[config.mk]
export PLATFORM = sky130hd
export DESIGN_NAME = ifetch_ctrl
export DESIGN_NICKNAME = d
export VERILOG_FILES = /design/src/rtl/ifetch_pkg.sv /design/src/rtl/ifetch_addr_chk.sv /design/src/rtl/ifetch_ctrl.sv
export SDC_FILE = /design/constraint.sdc
export NUM_CORES = 1
export LEC_CHECK = 0
export CAP_MARGIN = 20
export CORE_MARGIN = 2
export CORE_UTILIZATION = 25
export DETAILED_ROUTE_END_ITERATION = 12
export PLACE_DENSITY_LB_ADDON = 0.1
export SLEW_MARGIN = 20
export SYNTH_ARGS = -nofsm -noshare
export SYNTH_HDL_FRONTEND = slang
export SYNTH_SLANG_ARGS = --single-unit
export TNS_END_PERCENT = 100
[constraint.sdc]
create_clock -name clk -period 4.8 [get_ports clk]
set_input_delay 0.96 -clock clk [delete_from_list [all_inputs] [get_ports clk]]
set_output_delay 0.96 -clock clk [all_outputs]
set_load 0.05 [all_outputs]
[src/rtl/ifetch_pkg.sv]
// Shared types and constants for the instruction-fetch controller and its
// address checker.
package ifetch_pkg;

  typedef enum logic [1:0] {
    BOOT = 2'd0,
    RUN  = 2'd1,
    HALT = 2'd2
  } state_t;

  localparam logic [31:0] NOP            = 32'h0000_0013;
  localparam logic [3:0]  CAUSE_MISALIGN = 4'd0;
  localparam logic [3:0]  CAUSE_ACCESS   = 4'd1;

endpackage

[src/rtl/ifetch_addr_chk.sv]
// Combinational fetch-address check: misalignment first, then out-of-range
// access against a ROM of 2^ROM_DEPTH 32-bit words.
module ifetch_addr_chk
  import ifetch_pkg::*;
#(
  parameter int ROM_DEPTH = 10
) (
  input  logic [31:0] i_target,
  output logic        o_fault,
  output logic [3:0]  o_cause
);

  // One extra bit so the limit stays representable for large ROM_DEPTH.
  localparam logic [32:0] LIMIT = 33'd4 << ROM_DEPTH;

  logic w_misalign;
  logic w_range;

  always_comb begin
    w_misalign = (i_target[1:0] != 2'b00);
    w_range    = ({1'b0, i_target} >= LIMIT);
    o_fault    = w_misalign | w_range;
    o_cause    = w_misalign ? CAUSE_MISALIGN : CAUSE_ACCESS;
  end

endmodule

[src/rtl/ifetch_ctrl.sv]
// Instruction-fetch controller: owns the PC, drives a 1-cycle-latency ROM and
// presents one packet per cycle to IF/ID with stall, redirect and trap support.
module ifetch_ctrl
  import ifetch_pkg::*;
#(
  parameter logic [31:0] RESET_PC  = 32'h0000_0000,
  parameter int          ROM_DEPTH = 10
) (
  input  logic        clk,
  input  logic        rst,
  output logic        irom_en,
  output logic [31:0] irom_adr,
  input  logic [31:0] irom_inst,
  input  logic        id_ready,
  input  logic        redirect_en,
  input  logic [31:0] redirect_pc,
  input  logic        trap_en,
  input  logic [31:0] trap_pc,
  output logic        if_valid,
  output logic [31:0] if_pc,
  output logic [31:0] if_inst,
  output logic        if_fault,
  output logic [3:0]  if_fault_cause
);

  state_t      r_state;
  state_t      w_state_nxt;
  logic [31:0] r_pc;
  logic [31:0] r_req_pc;
  logic [31:0] r_adr;
  logic        r_resp_valid;
  logic        r_resp_fault;
  logic [3:0]  r_cause;

  logic        w_redir;
  logic [31:0] w_target;
  logic        w_issue;
  logic        w_fault;
  logic [3:0]  w_cause;

  ifetch_addr_chk #(
    .ROM_DEPTH (ROM_DEPTH)
  ) u_addr_chk (
    .i_target (w_target),
    .o_fault  (w_fault),
    .o_cause  (w_cause)
  );

  // Redirects issue in any state, so they always overwrite a held packet.
  always_comb begin
    w_redir     = trap_en | redirect_en;
    w_target    = trap_en ? trap_pc : (redirect_en ? redirect_pc : r_pc);
    w_issue     = ((r_state == RUN) | w_redir) &
                  (w_redir | ~r_resp_valid | id_ready);
    w_state_nxt = r_state;
    if (r_state == BOOT) begin
      w_state_nxt = RUN;
    end
    if (w_issue) begin
      w_state_nxt = w_fault ? HALT : RUN;
    end
    irom_en  = w_issue & ~w_fault;
    irom_adr = irom_en ? w_target : r_adr;
  end

  always_ff @(posedge clk or posedge rst) begin
    if (rst) begin
      r_state <= BOOT;
    end else begin
      r_state <= w_state_nxt;
    end
  end

  always_ff @(posedge clk or posedge rst) begin
    if (rst) begin
      r_pc         <= RESET_PC;
      r_req_pc     <= RESET_PC;
      r_adr        <= RESET_PC;
      r_resp_valid <= 1'b0;
      r_resp_fault <= 1'b0;
      r_cause      <= CAUSE_MISALIGN;
    end else begin
      r_adr <= irom_adr;
      if (w_issue) begin
        r_req_pc     <= w_target;
        r_resp_valid <= 1'b1;
        r_resp_fault <= w_fault;
        r_cause      <= w_fault ? w_cause : CAUSE_MISALIGN;
        if (!w_fault) begin
          r_pc <= w_target + 32'd4;
        end
      end else if (id_ready && r_resp_valid) begin
        r_resp_valid <= 1'b0;
      end
    end
  end

  always_comb begin
    if_valid       = r_resp_valid;
    if_pc          = r_req_pc;
    if_inst        = r_resp_fault ? NOP : irom_inst;
    if_fault       = r_resp_fault;
    if_fault_cause = r_cause;
  end

endmodule

---- Word level (Yosys, flattened, before mapping) ----
Cells that the tools add are included.
word-level totals
  output and inout port bits .............. 103
  register bits after elaboration ......... 104
  logic and storage cells ................. 36
  bits of input ports ..................... 101
operators by class
  muxes and demuxes ....................... 11
  magnitude comparators ................... 1
  add/subtract/negate cells ............... 1
  equal/unequal tests ..................... 1
  bitwise logic cells ..................... 9
  reduce and logical (&&, ||, !) cells .... 6
operators with widths
  kind                     number
  $mux W32                 4
  $add A32 B3 Y32 const B  1
  $ge A32 B13 Y1 const B   1
  $mux W2                  3
  $reduce_bool A2 Y1       3
  $or A1 B1 Y1             5
  $mux W4                  1
  $mux W1                  3
  $and A1 B1 Y1            2
  $eq A2 B1 Y1 const B     1
  $logic_not A2 Y1         1
  $not A1 Y1               2
  $reduce_and A2 Y1        1
  $logic_and A1 B1 Y1      1

---- Depth between registers and ports, before layout ----
Gate-level depths: netlist (run 1).
  word-level depth ........................ 7
  depth in mapped cells ................... 11

---- Modules after synthesis ----
Synthesis (run 1) repeated with hierarchy kept, for this count alone.
second synthesis, totals
  cells, all modules ...................... 608
  area, all modules ....................... 5521.5 sq um
modules (own cells, without submodules)
  module           cells an instance  area an instance (sq um)  instances
  ifetch_ctrl      596                5446.5                    1
  ifetch_addr_chk  12                 75.1                      1

---- Least setup slack after synthesis (run 1) ----
No wires, ideal clock.
  path kind ............................... input port to output port
  from .................................... input port redirect_en
  to ...................................... output port irom_adr[11]
  required time ........................... 3.840 ns
  cell stages on the path ................. 10
  setup slack ............................. 0.611 ns
  arrival ................................. 3.229 ns
  buffers on the path ..................... 4
  cells stage by stage .................... buf_6 > buf_2 > mux2_2 > mux2i_1 > nand4_1 > nor3_2 > nand3_1 > buf_6 > buf_6 > mux2i_1
between the ends
  cells in the longest elaborated chain, start to end .. 7
  elaborated cells on any way between the ends .. 13
ends and longest elaborated chain
  item                                                         RTL line                                      source
  from (decl)                                                  ifetch_ctrl.sv:15                             input logic redirect_en,
  $mux W32 (2 in a row)                                        ifetch_ctrl.sv:52                             w_target = trap_en ? trap_pc : (redirect_en ? redirect_pc : r_pc);
  $ge A32 B13 Y1 / $reduce_bool A2 Y1 (equally long branches)  ifetch_addr_chk.sv:21, ifetch_addr_chk.sv:20
  $or A1 B1 Y1                                                 ifetch_addr_chk.sv:22                         o_fault = w_misalign | w_range;
  $not A1 Y1 (no source line)                                  -
  $and A1 B1 Y1                                                ifetch_ctrl.sv:62                             irom_en = w_issue & ~w_fault;
  $mux W32 (*)                                                 ifetch_ctrl.sv:63                             irom_adr = irom_en ? w_target : r_adr;
  to (decl)                                                    ifetch_ctrl.sv:12                             output logic [31:0] irom_adr,
Mark *: on every way between the ends. The rest lies on a longest branch, timed or not.

---- Worst setup path after layout (run 1) ----
  from .................................... input port redirect_en
  to ...................................... output port irom_adr[6]
Same word-level chain as after synthesis.

==> impl_metrics.tcl, run 1 <==
set metrics [dict create \
    critPathTopFamily "multiplexers" \
    drv_cap 0 \
    initial_core_util_pct 25.4 \
    slew_headroom_pct 34.6 \
    antenna_found_initial 1 \
    cp.required_ns 3.84 \
    ant_nets 0 \
    ctsHoldBuffers 0 \
    setup_viol 0 \
    area_delta_synth_final_pct 54.2 \
    post-route-period-util_pct 96.8 \
    p_leak_nw 3.33 \
    synth_area_um2 4730 \
    grt_setup_unrepaired "no" \
    clk_path_buf_depth 2 \
    tns_ns 0 \
    cts_buffers 9 \
    synth_cell_type_count 38 \
    cts.repair.resized 0 \
    cellPowerDensity_nw_per_um2 281 \
    coreArea_um2 18600 \
    yosysSeqAreaShare_pct 53.4 \
    dieArea_um2 20000 \
    routabilityCongestion 0.732 \
    nNetsFinal 706 \
    cp_slowest_cell "buf_2" \
    finalCriticalPeriod_ns 4.65 \
    syn_inst 410 \
    grt_pass1_vias 3698 \
    crit_arrival_ns 3.69 \
    crit_chain "buf_2 > mux2_2 > mux2i_1 > nand4_1 > nor3_2 > nand3_2 > buf_12 > mux2_4 > buf_4" \
    outcome "finished clean" \
    vias 3615 \
    path_class "in2out" \
    tritoncts_num_sinks 101 \
    via_per_inst 4.29 \
    clk_pin_slew_ns 0.06 \
    dp_hpwl_mm 10.2 \
    numPortBuffers 200 \
    grt_usage_pct 14.1 \
    num_io_pins 204 \
    grt_pass1_wl_mm 21.5 \
    gr-total-overflow 0 \
    wl_per_cell_um 16.5 \
    h-tree-depth 3 \
    report.power.total_mw 2.05 \
    synth.avg_cell_area_um2 11.5 \
    final-hold-violation-count 0 \
    tightest_slew_ns 0.980 \
    yosysWarnings 0 \
    drt-pass1-iter-count 4 \
    grt_max_degree 65 \
    synth-seq-cells 101 \
    drv_slew 0 \
    cp_num_buf_inv 3 \
    stdcell_area_um2 7300 \
    die_h_um 142 \
    slowest_delay_ns 0.55 \
    routed_wl_mm 13.9 \
    drive_gt1_share_pct 18.0 \
    cts_tree "done" \
    hold_path_class "reg2reg" \
    worst-path-max-fanout 47 \
    clk_latency_ns 0.35 \
    fmax_mhz 215 \
    die_x_um 142 \
    final.setup_skew_ns 0.0110 \
    end_kind "primary output" \
    detail_route.iter0.violations 99 \
    post_cts_buffers 0 \
    critPathLaunchType "input pin" \
    post_dp_cell_area_um2 6980 \
    clock-root-buffer "clkbuf_16" \
    row_count 50 \
    drc 0 \
    peakVddDrop_uv 217 \
]
==> worst reg2reg max path, stage by stage (launching register included) <==
cell	delay, ns
dfrtp_1	0.37
mux2_2	0.25
mux2i_1	0.38
inv_1	0.11
ha_1	0.27
nand4_1	0.17
and4bb_1	0.27
xnor2_1	0.13
mux2_2	0.26
==> area by class of cell <==
class	count	area (µm²)
well taps	234	293
inverters	9	36.3
clock buffers	12	267
repair buffers	209	2100
flip-flops and latches	101	2530
clock inverters	3	43.8
diodes	1	2.50
fillers	1811	11300
multi-input cells	273	2030
==> cells in the mapped netlist, drive strengths merged <==
library cell  instances  area share, %
nor2                  4           0.32
conb                  1          0.079
mux2                 48             12
a21oi                 2           0.21
or3                   1           0.13
and3                  1           0.13
and2                 46            6.1
inv                   9           0.71
mux2i                36            7.6
nand3                 3           0.32
nor3                  2           0.32
nor3b                 1           0.26
a311oi                1           0.19
buf                  18            2.8
clkbuf               11           0.87
xor2                  6            1.1
nor2b                30            4.0
ha                    2           0.53
dfrtp               101             53
o21ai                32            3.5
or2                   3           0.40
a2bb2oi               1           0.19
nand2b                1           0.13
nand4                 7           0.93
o21a                  1           0.16
nand2                36            2.9
o22ai                 1           0.13
and4bb                1           0.26
xnor2                 3           0.56
a22o                  1           0.19
==> per-layer routing <==
| layer | routed length, µm | global-route usage (%) |
|---|---|---|
| met5 | 0 | 0 |
| met3 | 1140 | 5.03 |
| met1 | 5830 | 17.4 |
| met2 | 6740 | 23.6 |
| met4 | 160 | 3.42 |
==> power by group <==
part / internal (mW) / switching (mW)
Combinational: 0.170 / 0.221
Sequential: 0.881 / 0.0173
Clock: 0.444 / 0.314
==> final timing paths <==
check                             from  slack (ns)     endpoint  cells after the start
max reg2reg                    r_pc[2]        2.48     r_pc[12]                      8
min in group asynchronous          rst        1.03     r_pc[20]                      2
max in group asynchronous          rst        2.91   r_state[1]                      3
max                        redirect_en        0.15  irom_adr[6]                      9
min reg2reg                   r_pc[18]        0.48     r_pc[18]                      1
min                           r_pc[18]        0.48     r_pc[18]                      1
==> registers in the layout (all words and copies together) (netlist names) <==
signal,flops
if_pc,32
r_adr,32
r_pc,32
r_state,2
if_fault,1
if_fault_cause,1
if_valid,1
==> kinds of logic after synthesis <==
logic type | count (synthesis) | synth area share, %
buffers and inverters | 38 | 4.42
flip-flops | 101 | 53.4
multiplexers | 84 | 19.3
AND/OR/NAND/NOR | 136 | 16.1
AO/OA/AOI/OAI | 39 | 4.52
XOR/XNOR | 9 | 1.67
adder cells (fa/ha/maj) | 2 | 0.529
other | 1 | 0.0792
==> per-stage QoR <==
stage | hold slack, ns | utilization [%] | setup slack [ns] | instances
2_1_floorplan | 0.446 | - | 0.611 | 412
4_1_cts | 0.485 | 39.1 | 0.166 | 841
5_1_grt | 0.495 | 39.1 | 0.0418 | 842
3_5_place_dp | 0.465 | 37.5 | 0.181 | 826
6_report | 0.479 | 39.1 | 0.152 | 842
3_3_place_gp | 0.463 | 37.5 | 0.170 | 826
==> placed cells by master, fill, tap and decap left out, drive strengths merged, types with 2 or more instances in the layout <==
cell type	count
nor3	2
clkdlybuf4s50	165
mux2i	36
buf	44
a21oi	2
nor2b	30
conb	3
nor2	4
clkinv	2
inv	9
xor2	6
nand2	36
mux2	48
o21ai	32
dfrtp	101
ha	2
or2	3
xnor2	3
nand4	7
nand3	3
clkbuf	12
and2	46
(Power assumes the default switching activity.)
==> run 2, diff against run 1 <==
- CTS_CLUSTER_SIZE: not set -> 10
==> results of run 2 <==
Same layout as run 1: the final DEF is identical, and so are final timing and power.
==> run 3, diff against run 2 <==
- clock period: 4.8 -> 4.3 ns (I/O delays scaled with it)
==> run 3 against run 2 <==
- non-clock buffer count rose by 7
- critical path depth up 1
- global-route usage shrank 0.30 points
- register-to-register slack got worse by 0.50 ns
- sequential cell count did not move
- design area is 0.87% higher
- setup slack improved by 0.12 ns
- utilization up 0.34 points
- hold slack worse by 0.0010 ns
==> impl_metrics.tcl, run 3 (synthesis results as in run 1) <==
set metrics [dict create \
    outcome "finished clean" \
    final_util_pct 39.5 \
    cts_buffers 9 \
    instances_no_fill 850 \
    worst-path-max-fanout 43 \
    finalCriticalPeriod_ns 4.03 \
    route.met2.wl_mm 6.70 \
    clk_path_buf_depth 2 \
    hold_start "if_pc[3]" \
    reg2reg_depth 8 \
    layout_common_cells "clkdlybuf4s50_1 (165), dfrtp_1 (101), and2_1 (46)" \
    ctsHoldBuffers 0 \
    final_common_cell "clkdlybuf4s50_1" \
    r2r_end "r_pc[3]" \
    p_clk_share_pct 37.3 \
    fill_cells 1844 \
    cp.required_ns 3.44 \
    final-hold-violation-count 0 \
    coreArea_um2 18600 \
    grt_pass1_wl_mm 20.9 \
    fmax_mhz 248 \
    r2r_slack_ns 1.98 \
    post-route-period-util_pct 93.8 \
    switching_share_pct 26.7 \
    report.power.total_mw 2.30 \
    grt_pass1_vias 3659 \
    routed_wl_mm 13.8 \
    die_x_um 142 \
    drv_cap 0 \
    dieArea_um2 20000 \
    ant_nets 0 \
    critPathLaunchType "input pin" \
    initial_core_util_pct 25.4 \
    drv_slew 0 \
    clk_latency_ns 0.35 \
    tritoncts_num_sinks 101 \
    tightest_slew_ns 0.963 \
    routabilityCongestion 0.764 \
    setup_viol 0 \
    drive_gt1_share_pct 18.5 \
    num_io_pins 204 \
    drt-pass1-iter-count 4 \
    top_layer "met4" \
    hold_path_class "reg2reg" \
    final.setup_skew_ns 0.00600 \
    nNetsFinal 713 \
    cts_tree "done" \
    gr-total-overflow 0 \
    whs_endpoint "if_pc[3]" \
    grt_usage_pct 13.8 \
    path_class "in2out" \
    seqCellArea_um2 2530 \
    grt_max_degree 65 \
    wl_met3_mm 1.22 \
    multi_input_area_um2 2030 \
    row_count 50 \
    grt_setup_unrepaired "no" \
    antenna_found_initial 1 \
    met1_length_mm 5.74 \
    internal-power_mw 1.69 \
    clock-root-buffer "clkbuf_16" \
    timing.rr.start "r_pc[14]" \
    wl_per_cell_um 16.3 \
    place_inst 833 \
    post_cts_buffers 0 \
    tns_ns 0 \
    detail_route.iter0.violations 110 \
    drc 0 \
    h-tree-depth 3 \
    crit_arrival_ns 3.17 \
    via_per_inst 4.32 \
    dp_hpwl_mm 10.3 \
    cts.repair.resized 0 \
    vias 3669 \
    numPortBuffers 200 \
    area_delta_synth_final_pct 55.6 \
    seqPwrFrac_pct 43.5 \
    clk_pin_slew_ns 0.06 \
    power.switching_uw 616 \
    min_path_cells 2 \
    p_leak_nw 3.36 \
    peakVddDrop_uv 193 \
    power_frac_comb_pct 19.2 \
    end_kind "primary output" \
    slew_headroom_pct 35.8 \
    cellPowerDensity_nw_per_um2 313 \
    die_h_um 142 \
]
-- run 3: cell count changes in the layout (fill, tap and decap cells not counted) --
| cell | previous run | this run |
|---|---|---|
| buf_4 | 32 | 38 |
| clkbuf_1 | 0 | 3 |
| clkbuf_8 | 3 | 0 |
| buf_12 | 10 | 11 |
| bufinv_16 | 1 | 2 |
| clkinv_4 | 1 | 0 |
| clkinvlp_4 | 0 | 1 |
-- run 3: metal layers --
layer	up-vias	GRT usage, %
met2	157	23.2
met1	1728	16.5
li1	1770	-
met3	14	4.93
met5	-	0
met4	0	4.37
-- run 3: area by class of cell --
type | count | area share (%)
multi-input combinational | 273 | 27.5
clock inverter | 4 | 0.986
clock buffer | 12 | 3.21
tap | 234 | 3.98
antenna | 1 | 0.0340
inverter | 9 | 0.493
sequential | 101 | 34.3
timing repair buffer | 216 | 29.4
-- run 3: stage by stage --
stage | setup WS [ns] | hold slack, ns | instance area, µm²
2_1_floorplan | 0.311 | 0.446 | 4740
3_3_place_gp | 0.267 | 0.462 | 7050
3_5_place_dp | 0.241 | 0.466 | 7050
4_1_cts | 0.231 | 0.486 | 7360
5_1_grt | 0.0941 | 0.497 | 7360
6_report | 0.267 | 0.478 | 7360
-- run 3: how the worst max path moves through the flow --
| stage | to | start | cells after the start |
|---|---|---|---|
| 6_report | irom_adr[8] | redirect_en | 10 |
| 5_1_grt | irom_adr[8] | redirect_en | 10 |
| 2_1_floorplan | irom_adr[11] | redirect_en | 10 |
| 3_3_place_gp | irom_adr[10] | redirect_en | 10 |
| 3_5_place_dp | irom_adr[8] | redirect_en | 10 |
| 4_1_cts | irom_adr[8] | redirect_en | 10 |
-- run 3: critical path: stages --
cell and delay [ns]:
buf_2 0.26, buf_12 0.20, mux2_2 0.34, mux2i_1 0.22, and2_1 0.21, and2_1 0.20
nand3_2 0.11, buf_12 0.20, mux2i_1 0.33, buf_12 0.18
-- run 3: power by group through the flow --
stage	logic, mW	registers [mW]	clock network [mW]
after floorplan	0.130	1.13	0
after global placement	0.449	1.02	0
after global routing	0.471	1.01	0.932
final	0.443	1.00	0.859
after detailed placement	0.449	1.02	0
after CTS	0.451	1.00	0.900
